### src/rtl/class_merge.sv
// Merges the class-0 and class-1 egress FIFOs into one registered stream with a valid strobe.
// The default build uses weighted round-robin; defining CLASS_MERGE_STRICT_PRIO_EN selects strict class-0 priority instead.
module class_merge #(
    parameter int DATA_SIZE = 10,
    parameter int MAIN_SIZE = 8,
    parameter int WEIGHT0   = 3,
    parameter int WEIGHT1   = 1
) (
    input  logic                 clk,
    input  logic                 reset,
    input  logic [DATA_SIZE-1:0] in0,
    input  logic [DATA_SIZE-1:0] in1,
    input  logic                 fifo_empty0,
    input  logic                 fifo_empty1,
    input  logic                 almost_full,
    output logic                 pop_0,
    output logic                 pop_1,
    output logic [DATA_SIZE-1:0] out,
    output logic                 valid_out,
    output logic                 Error
);

    typedef enum logic [1:0] {IDLE, G0, G1} state_t;

    state_t               r_state;
    state_t               w_nextState;
    logic                 w_stall;
    logic                 r_inFlight;
    logic                 r_tag;
    logic [DATA_SIZE-1:0] w_capWord;

    assign w_stall = reset | almost_full;

`ifndef CLASS_MERGE_STRICT_PRIO_EN
    localparam logic [3:0] W0 = 4'(WEIGHT0);
    localparam logic [3:0] W1 = 4'(WEIGHT1);

    logic [3:0] r_cnt;
    logic [3:0] w_nextCnt;

    always_ff @(posedge clk) begin
        if (reset) begin
            r_state <= IDLE;
            r_cnt   <= 4'd0;
        end else begin
            r_state <= w_nextState;
            r_cnt   <= w_nextCnt;
        end
    end

    // Stay on the granted class until its weight is used up, then hand over if the other class has data.
    always_comb begin
        w_nextState = r_state;
        w_nextCnt   = r_cnt;
        if (!almost_full) begin
            if (pop_0) begin
                w_nextState = G0;
                w_nextCnt   = (r_state == G0 && r_cnt < W0) ? r_cnt + 4'd1 : 4'd1;
            end else if (pop_1) begin
                w_nextState = G1;
                w_nextCnt   = (r_state == G1 && r_cnt < W1) ? r_cnt + 4'd1 : 4'd1;
            end else begin
                w_nextState = IDLE;
                w_nextCnt   = 4'd0;
            end
        end
    end

    always_comb begin
        pop_0 = 1'b0;
        pop_1 = 1'b0;
        if (!w_stall) begin
            case (r_state)
                IDLE: begin
                    if (!fifo_empty0)      pop_0 = 1'b1;
                    else if (!fifo_empty1) pop_1 = 1'b1;
                end
                G0: begin
                    if (!fifo_empty0 && r_cnt < W0) pop_0 = 1'b1;
                    else if (!fifo_empty1)          pop_1 = 1'b1;
                    else if (!fifo_empty0)          pop_0 = 1'b1;
                end
                G1: begin
                    if (!fifo_empty1 && r_cnt < W1) pop_1 = 1'b1;
                    else if (!fifo_empty0)          pop_0 = 1'b1;
                    else if (!fifo_empty1)          pop_1 = 1'b1;
                end
                default: ;
            endcase
        end
    end
`else
    always_ff @(posedge clk) begin
        if (reset) r_state <= IDLE;
        else       r_state <= w_nextState;
    end

    // The state only records the last grant so it can be observed while debugging.
    always_comb begin
        w_nextState = r_state;
        if (!almost_full) begin
            if (pop_0)      w_nextState = G0;
            else if (pop_1) w_nextState = G1;
            else            w_nextState = IDLE;
        end
    end

    always_comb begin
        pop_0 = 1'b0;
        pop_1 = 1'b0;
        if (!w_stall) begin
            if (!fifo_empty0)      pop_0 = 1'b1;
            else if (!fifo_empty1) pop_1 = 1'b1;
        end
    end
`endif

    assign w_capWord = r_tag ? in1 : in0;

    // FIFO read data arrives one cycle after the pop, so the tag picks which input to capture then.
    always_ff @(posedge clk) begin
        if (reset) begin
            r_inFlight <= 1'b0;
            r_tag      <= 1'b0;
            out        <= '0;
            valid_out  <= 1'b0;
            Error      <= 1'b0;
        end else begin
            r_inFlight <= pop_0 | pop_1;
            r_tag      <= pop_1;
            valid_out  <= r_inFlight;
            if (r_inFlight) begin
                out <= {w_capWord[DATA_SIZE-1:MAIN_SIZE], w_capWord[MAIN_SIZE-1:0]};
                if (w_capWord[DATA_SIZE-1] != r_tag) Error <= 1'b1;
            end
        end
    end

endmodule

### config.mk
export PLATFORM = sky130hd
export DESIGN_NAME = class_merge
export DESIGN_NICKNAME = d
export VERILOG_FILES = /design/src/rtl/class_merge.sv
export SDC_FILE = /design/constraint.sdc
export NUM_CORES = 1
export LEC_CHECK = 0
export ABC_AREA = 0
export CAP_MARGIN = 10
export CELL_PAD_IN_SITES_DETAIL_PLACEMENT = 1
export CELL_PAD_IN_SITES_GLOBAL_PLACEMENT = 1
export CORE_AREA = 2 2 60 62
export DETAILED_ROUTE_END_ITERATION = 10
export DIE_AREA = 0 0 62 64
export GPL_ROUTABILITY_DRIVEN = 0
export PLACE_DENSITY = 0.75
export REMOVE_ABC_BUFFERS = 1
export SYNTH_ARGS = -nofsm -noshare
export SYNTH_HDL_FRONTEND = slang
export SYNTH_SLANG_ARGS = --single-unit
### constraint.sdc
create_clock -name clk -period 2.4 [get_ports clk]
set_clock_uncertainty 0.2 [all_clocks]
set_input_delay 0.72 -clock clk [delete_from_list [all_inputs] [get_ports clk]]
set_output_delay 0.72 -clock clk [all_outputs]
set_load 0.02 [all_outputs]
==> qor.yml, run 1 <==
run_status:
  status: "complete, but fails checks"
  violations: "negative setup slack"
cts:
  root_buffer: "clkbuf_4"
  postCtsHoldBufs: 0
  clk_latency_ns: 0.30
  clockBufferDepth: 2
  clkSinkCount: 20
  cts_htree_levels: 1
  cts_tree: "built"
  path_clk_slew_ns: 0.11
  cts_made_buffers: 3
routing:
  antenna_left: 0
  via_per_inst: 4.76
  first_pass_iters: 4
  drc: 0
  vias: 972
  drtIter0Drc: 25
  routed_wl_mm: 3.02
  wl_per_cell_um: 14.8
floorplan:
  die_h_um: 64
  die-area_mm2: 0.00397
  die_w_um: 62
  design.core.area_mm2: 0.00328
  placementRows: 21
  start_util_pct: 29.1
  ios: 39
logic_synthesis:
  synthSimpleGateAreaFrac_pct: 18.5
  yosysWarningCount: 0
  synth-compound-area-share_pct: 20.7
  yosys-top-cells-count: "dfxtp_1 (20), nor2_1 (15), a211oi_1 (10), mux2i_1 (10), inv_1 (6)"
  synth-seq-cells: 20
  syn_avg_cell_area_um2: 9.27
  synth_top_area_share_pct: 41.9
  async_flop_share_pct: 0
  synth_mux_area_share_pct: 10.5
  syn_inst: 103
  synth-main-ff-cell: "dfxtp_1"
  yosysSeqAreaShare_pct: 41.9
  mappedNetlistArea_um2: 955
  synth_top_area_cell: "dfxtp_1"
  synth_edf_count: 0
  synth_top_family_by_area: "compound AO/OA/AOI/OAI gates"
  synth_cell_type_count: 30
  ys_top_cells_by_area: "dfxtp_1 (42%), mux2i_1 (10%), a211oi_1 (7.9%)"
  synth_xor_area_share_pct: 0
  synth.most_common_cell: "dfxtp_1"
  synthAdderAreaFrac_pct: 2.62
sta:
  hold_ws_ns: 0.298
  layout_min_cycle_time_ns: 2.68
  slew_viol_final: 0
  tightest_slew_ns: 0.667
  setup_ws_ns: -0.275
  fmax_ghz: 0.374
  rsz0062_at_grt: "true"
  fin_tns_setup_ns: -0.442
  setup_violations: 2
  finalCritPeriodShare_pct: 111
  finalHoldViolCount: 0
  relSlewSlack_pct: 55.5
critical_path:
  start_kind: "flip-flop"
  arrival_ns: 1.76
  r2r-end: "r_cnt[0]$_SDFFE_PP0N_"
  crit_chain: "ha_4, or3_4, a221oi_4, nand2b_4, inv_2, buf_6"
  end_kind: "output port"
  startpoint: "r_cnt[0]$_SDFFE_PP0N_"
  criticalPathCategory: "flip-flop to output port"
  critical_path.max_fanout: 3
  rrSetupSlack_ns: 0.46
  cp.required_ns: 1.48
  reg2reg_from: "r_cnt[0]$_SDFFE_PP0N_"
  r2r_cells: 8
  cp_slowest_stage_delay_ns: 0.38
  critPathCapture: "pop_1"
  crit_slowest_cell: "dfxtp_4"
final_layout:
  area_growth_pct: 69.9
  fin_area_mm2: 0.00162
  nNetsFinal: 186
  drive_above_1_share_pct: 28.5
  antenna_cells: 0
  fillers: 388
grt:
  gr-total-overflow: 0
  grt_pass1_vias: 1048
  grt_antenna_before_repair: 0
  grt_pass1_wl_mm: 5.00
  grt_max_degree: 16
  grt_usage_pct: 16.7
pwr:
  powerDensity_mw_per_mm2: 453
  leakagePower_nw: 0.624
  vdd_ir_drop_max_uv: 372
place:
  postPlaceCellArea_mm2: 0.00147
  port_buffers: 38
  place_hpwl_mm: 2.30
hold_path:
  hold_path.class: "flip-flop to flip-flop"
flow_run:
  maxCapViolations: 0
-- worst max-delay path: cells and delay by family, from the launching register on --
kind	cells	cell delay, ns
adders and majority gates	1	0.16
and+or+nand+nor	2	0.52
DFF	1	0.38
buffers and inverters	2	0.15
AOI/OAI and AO/OA	1	0.25
-- metal layers --
metal	track usage [%]	vias to the layer above	part of all wire, %
li1	-	480	-
met1	19.8	466	42
met2	29.3	22	53
met3	3.04	4	3.3
met4	5.05	0	1.7
met5	0	-	0
-- logic make-up after synthesis --
logic type	count (synthesis)
AND/OR/NAND/NOR	34
AO/OA/AOI/OAI	25
flip-flops	20
buffers and inverters	12
multiplexers	10
adder cells (fa/ha/maj)	2
-- flip-flops by register name, summed over array words and instances (netlist names) --
register / count
out: 10
Error: 1
valid_out: 1
r_state: 2
r_cnt: 4
r_inFlight: 1
r_tag: 1
-- worst min-delay path by stage --
stage	to	slack, ns	cells after the start	startpoint
after CTS	Error$_SDFFE_PP0P_	0.29	2	Error$_SDFFE_PP0P_
final	out[1]$_SDFFE_PP0P_	0.30	2	out[1]$_SDFFE_PP0P_
after global placement	Error$_SDFFE_PP0P_	0.25	2	Error$_SDFFE_PP0P_
after global routing	out[7]$_SDFFE_PP0P_	0.33	2	out[7]$_SDFFE_PP0P_
after detailed placement	Error$_SDFFE_PP0P_	0.27	2	Error$_SDFFE_PP0P_
after floorplan	r_cnt[1]$_SDFFE_PP0N_	0.25	2	r_cnt[1]$_SDFFE_PP0N_
-- layout make-up --
class,instances,area [um^2],area share (%)
well taps,46,57.6,3.55
flip-flops and latches,20,405,25.0
multi-input cells,71,594,36.7
repair buffers,57,505,31.2
clock buffers,4,36.3,2.24
inverters,6,22.5,1.39
-- through the flow --
step	utilization (%)	setup slack [ns]	total power [mW]	std cells
after detailed placement	44.8	-0.916	0.538	196
final	49.4	-0.275	0.735	204
after CTS	48.8	-0.285	0.741	202
after global placement	44.8	-0.887	0.530	196
after floorplan	-	0.113	0.431	97
after global routing	49.4	-0.361	0.782	204
-- power by group --
group / switching, mW / internal, mW / leakage (nW)
clock network: 0.102 / 0.0925 / 0.0210
logic: 0.0741 / 0.0983 / 0.438
registers: 0.0186 / 0.350 / 0.165
-- timing repair --
action | CTS | global route
pin swaps | 4 | 3
endpoints found under the setup margin | 2 | 2
setup buffers | 2 | 2
gates resized for setup | 32 | 9
-- placed cells by master (no fill, tap or decap), drive strengths merged, types with 2 or more instances in the layout --
| master | n |
|---|---|
| clkbuf | 7 |
| o21ai | 4 |
| and3 | 4 |
| a211oi | 10 |
| nor3 | 4 |
| dfxtp | 20 |
| inv | 6 |
| nor2b | 2 |
| mux2i | 10 |
| a221oi | 2 |
| nand2 | 4 |
| a21oi | 3 |
| ha | 2 |
| buf | 21 |
| nand2b | 2 |
| clkdlybuf4s50 | 32 |
| nor2 | 15 |
No activity file was read; power rests on OpenSTA's default activity.
==> run 2: changes to the inputs <==
--- a/config.mk
+++ b/config.mk
@@ -5,15 +5,15 @@
 export SDC_FILE = /design/constraint.sdc
 export NUM_CORES = 1
 export LEC_CHECK = 0
-export ABC_AREA = 0
+export ABC_AREA = 1
 export CAP_MARGIN = 10
 export CELL_PAD_IN_SITES_DETAIL_PLACEMENT = 1
 export CELL_PAD_IN_SITES_GLOBAL_PLACEMENT = 1
-export CORE_AREA = 2 2 60 62
+export CORE_AREA = 2 2 61 63
 export DETAILED_ROUTE_END_ITERATION = 10
-export DIE_AREA = 0 0 62 64
+export DIE_AREA = 0 0 63 65
 export GPL_ROUTABILITY_DRIVEN = 0
-export PLACE_DENSITY = 0.75
+export PLACE_DENSITY = 0.76
 export REMOVE_ABC_BUFFERS = 1
 export SYNTH_ARGS = -nofsm -noshare
 export SYNTH_HDL_FRONTEND = slang
==> qor.yml, run 2 <==
final_layout:
  largest_reg_flops: 10
  fillers: 445
  fin_util_pct: 45.8
  largest-register: "out"
  area_growth_pct: 64.4
  nNetsFinal: 214
  drive_above_1_share_pct: 27.4
  layout_common_cells: "clkdlybuf4s50_1 (32), nand2_1 (22), a21oi_1 (21)"
  top_regs: "out: 10 flops, r_cnt: 4 flops, r_state: 2 flops"
  final_common_cell: "clkdlybuf4s50_1"
  antenna_cells: 0
logic_synthesis:
  yosys-top-cells-count: "nand2_1 (26), a21oi_1 (21), dfxtp_1 (20)"
  synth_edf_count: 0
  synth-main-ff-cell: "dfxtp_1"
  mappedNetlistArea_um2: 973
  ys_top_cells_by_area: "dfxtp_1 (41%), a21oi_1 (11%), nand2_1 (10%)"
  async_flop_share_pct: 0
  yosysSeqAreaShare_pct: 41.1
  syn_inst: 133
  synth_top_area_share_pct: 41.1
  synth-seq-cells: 20
  yosysWarningCount: 0
  synth.most_common_cell: "nand2_1"
  syn_avg_cell_area_um2: 7.32
  synth_cell_type_count: 26
  synth_top_area_cell: "dfxtp_1"
pwr:
  vdd_ir_drop_max_uv: 306
  leakagePower_nw: 0.698
  powerDensity_mw_per_mm2: 521
critical_path:
  r2r_cells: 10
  cp.required_ns: 1.48
  r2r-end: "r_cnt[1]$_SDFFE_PP0N_"
  rrSetupSlack_ns: 0.64
  start_kind: "flip-flop"
  reg2reg_from: "r_cnt[1]$_SDFFE_PP0N_"
  end_kind: "output port"
  criticalPathCategory: "flip-flop to output port"
  critPathCapture: "pop_1"
  arrival_ns: 1.42
  critical_path.max_fanout: 3
  startpoint: "r_cnt[1]$_SDFFE_PP0N_"
floorplan:
  ios: 39
  placementRows: 22
  design.core.area_mm2: 0.00350
  die_h_um: 65
  start_util_pct: 27.8
  die_w_um: 63
  die-area_mm2: 0.00410
routing:
  routed_wl_mm: 3.36
  wl_per_cell_um: 14.4
  drc: 0
  antenna_left: 0
  drtIter0Drc: 19
  vias: 1123
  first_pass_iters: 4
  via_per_inst: 4.80
sta:
  relSlewSlack_pct: 68.4
  rsz0062_at_grt: "true"
  slew_viol_final: 0
  tightest_slew_ns: 0.474
  setup_ws_ns: 0.0621
  setup_violations: 0
  layout_min_cycle_time_ns: 2.34
  finalCritPeriodShare_pct: 97.4
  fmax_ghz: 0.428
  finalHoldViolCount: 0
cts:
  clk_latency_ns: 0.31
  cts_htree_levels: 1
  path_clk_slew_ns: 0.12
  clkSinkCount: 20
  cts_tree: "built"
  cts_made_buffers: 3
  clockBufferDepth: 2
  postCtsHoldBufs: 0
  root_buffer: "clkbuf_4"
run_status:
  status: "finished, final reports clean"
hold_path:
  hold_path.class: "flip-flop to flip-flop"
grt:
  grt_antenna_before_repair: 0
  gr-total-overflow: 0
  grt_pass1_wl_mm: 5.38
  grt_max_degree: 13
  grt_pass1_vias: 1154
  grt_usage_pct: 16.7
flow_run:
  maxCapViolations: 0
place:
  pre_cts_slack_ns: -0.758
  place_hpwl_mm: 2.47
  port_buffers: 38
==> run 2: report_power, final <==
| part | internal, mW | switching, mW | leakage, nW |
|---|---|---|---|
| clock | 0.169 | 0.120 | 0.0279 |
| sequential | 0.350 | 0.0162 | 0.165 |
| combinational | 0.0946 | 0.0851 | 0.505 |
| total | 0.613 | 0.221 | 0.698 |
==> run 2: cell families after synthesis <==
logic type	after synthesis	share of synthesized area [%]
simple gates	52	26.4
compound gates	34	18.8
buf+inv	24	10.3
flops	20	41.1
fa+ha+maj	2	2.57
xor+xnor	1	0.900
==> run 2: how the worst min path moves through the flow <==
stage                               start                    end  depth (start not counted)  slack (ns)
floorplan           r_cnt[3]$_SDFFE_PP0N_  r_cnt[3]$_SDFFE_PP0N_                          2        0.24
global placement       Error$_SDFFE_PP0P_     Error$_SDFFE_PP0P_                          2        0.24
detailed placement     Error$_SDFFE_PP0P_     Error$_SDFFE_PP0P_                          2        0.25
CTS                    Error$_SDFFE_PP0P_     Error$_SDFFE_PP0P_                          2        0.27
global route           Error$_SDFFE_PP0P_     Error$_SDFFE_PP0P_                          2        0.29
finish                 Error$_SDFFE_PP0P_     Error$_SDFFE_PP0P_                          2        0.26
==> run 2: per-layer routing <==
layer  GRT usage (%)  share of wire [%]  vias up
li1                -                  -      539
met1            19.4                 42      548
met2            29.7                 53       28
met3            3.30                2.9        8
met4            7.78                2.6        0
met5               0                  0        -
==> run 2: stage by stage <==
step           instance area (um^2)  total power [mW]  std cells  TNS [ns]  hold slack (ns)
2_1_floorplan                   945             0.439        128         0            0.245
3_3_place_gp                   1480             0.542        227     -1.43            0.239
3_5_place_dp                   1480             0.548        227     -1.47            0.250
4_1_cts                        1540             0.835        231   -0.0296            0.269
5_1_grt                        1600             0.877        234   -0.0332            0.286
6_report                       1600             0.834        234         0            0.260
==> run 2: repair_timing <==
| action | CTS | global route |
|---|---|---|
| pin swaps | 6 | 13 |
| setup buffers | 0 | 3 |
| setup endpoints to repair | 2 | 2 |
| gates resized for setup | 26 | 21 |
==> run 2: worst max-delay path: stages (launching register included) <==
cell	delay, ns
dfxtp_4	0.38
ha_4	0.17
inv_4	0.07
nand2_4	0.06
nand2_1	0.08
nand3_2	0.10
nand2_2	0.10
inv_2	0.04
buf_6	0.12
==> run 2: layout make-up <==
| cell class | instances | area, um^2 | share of cell area [%] |
|---|---|---|---|
| Clock buffer | 3 | 22.5 | 1.41 |
| Clock inverter | 1 | 30.0 | 1.88 |
| Inverter | 19 | 73.8 | 4.61 |
| Multi-Input combinational cell | 89 | 518 | 32.4 |
| Sequential cell | 20 | 408 | 25.5 |
| Tap cell | 48 | 60.1 | 3.75 |
| Timing Repair Buffer | 54 | 488 | 30.5 |
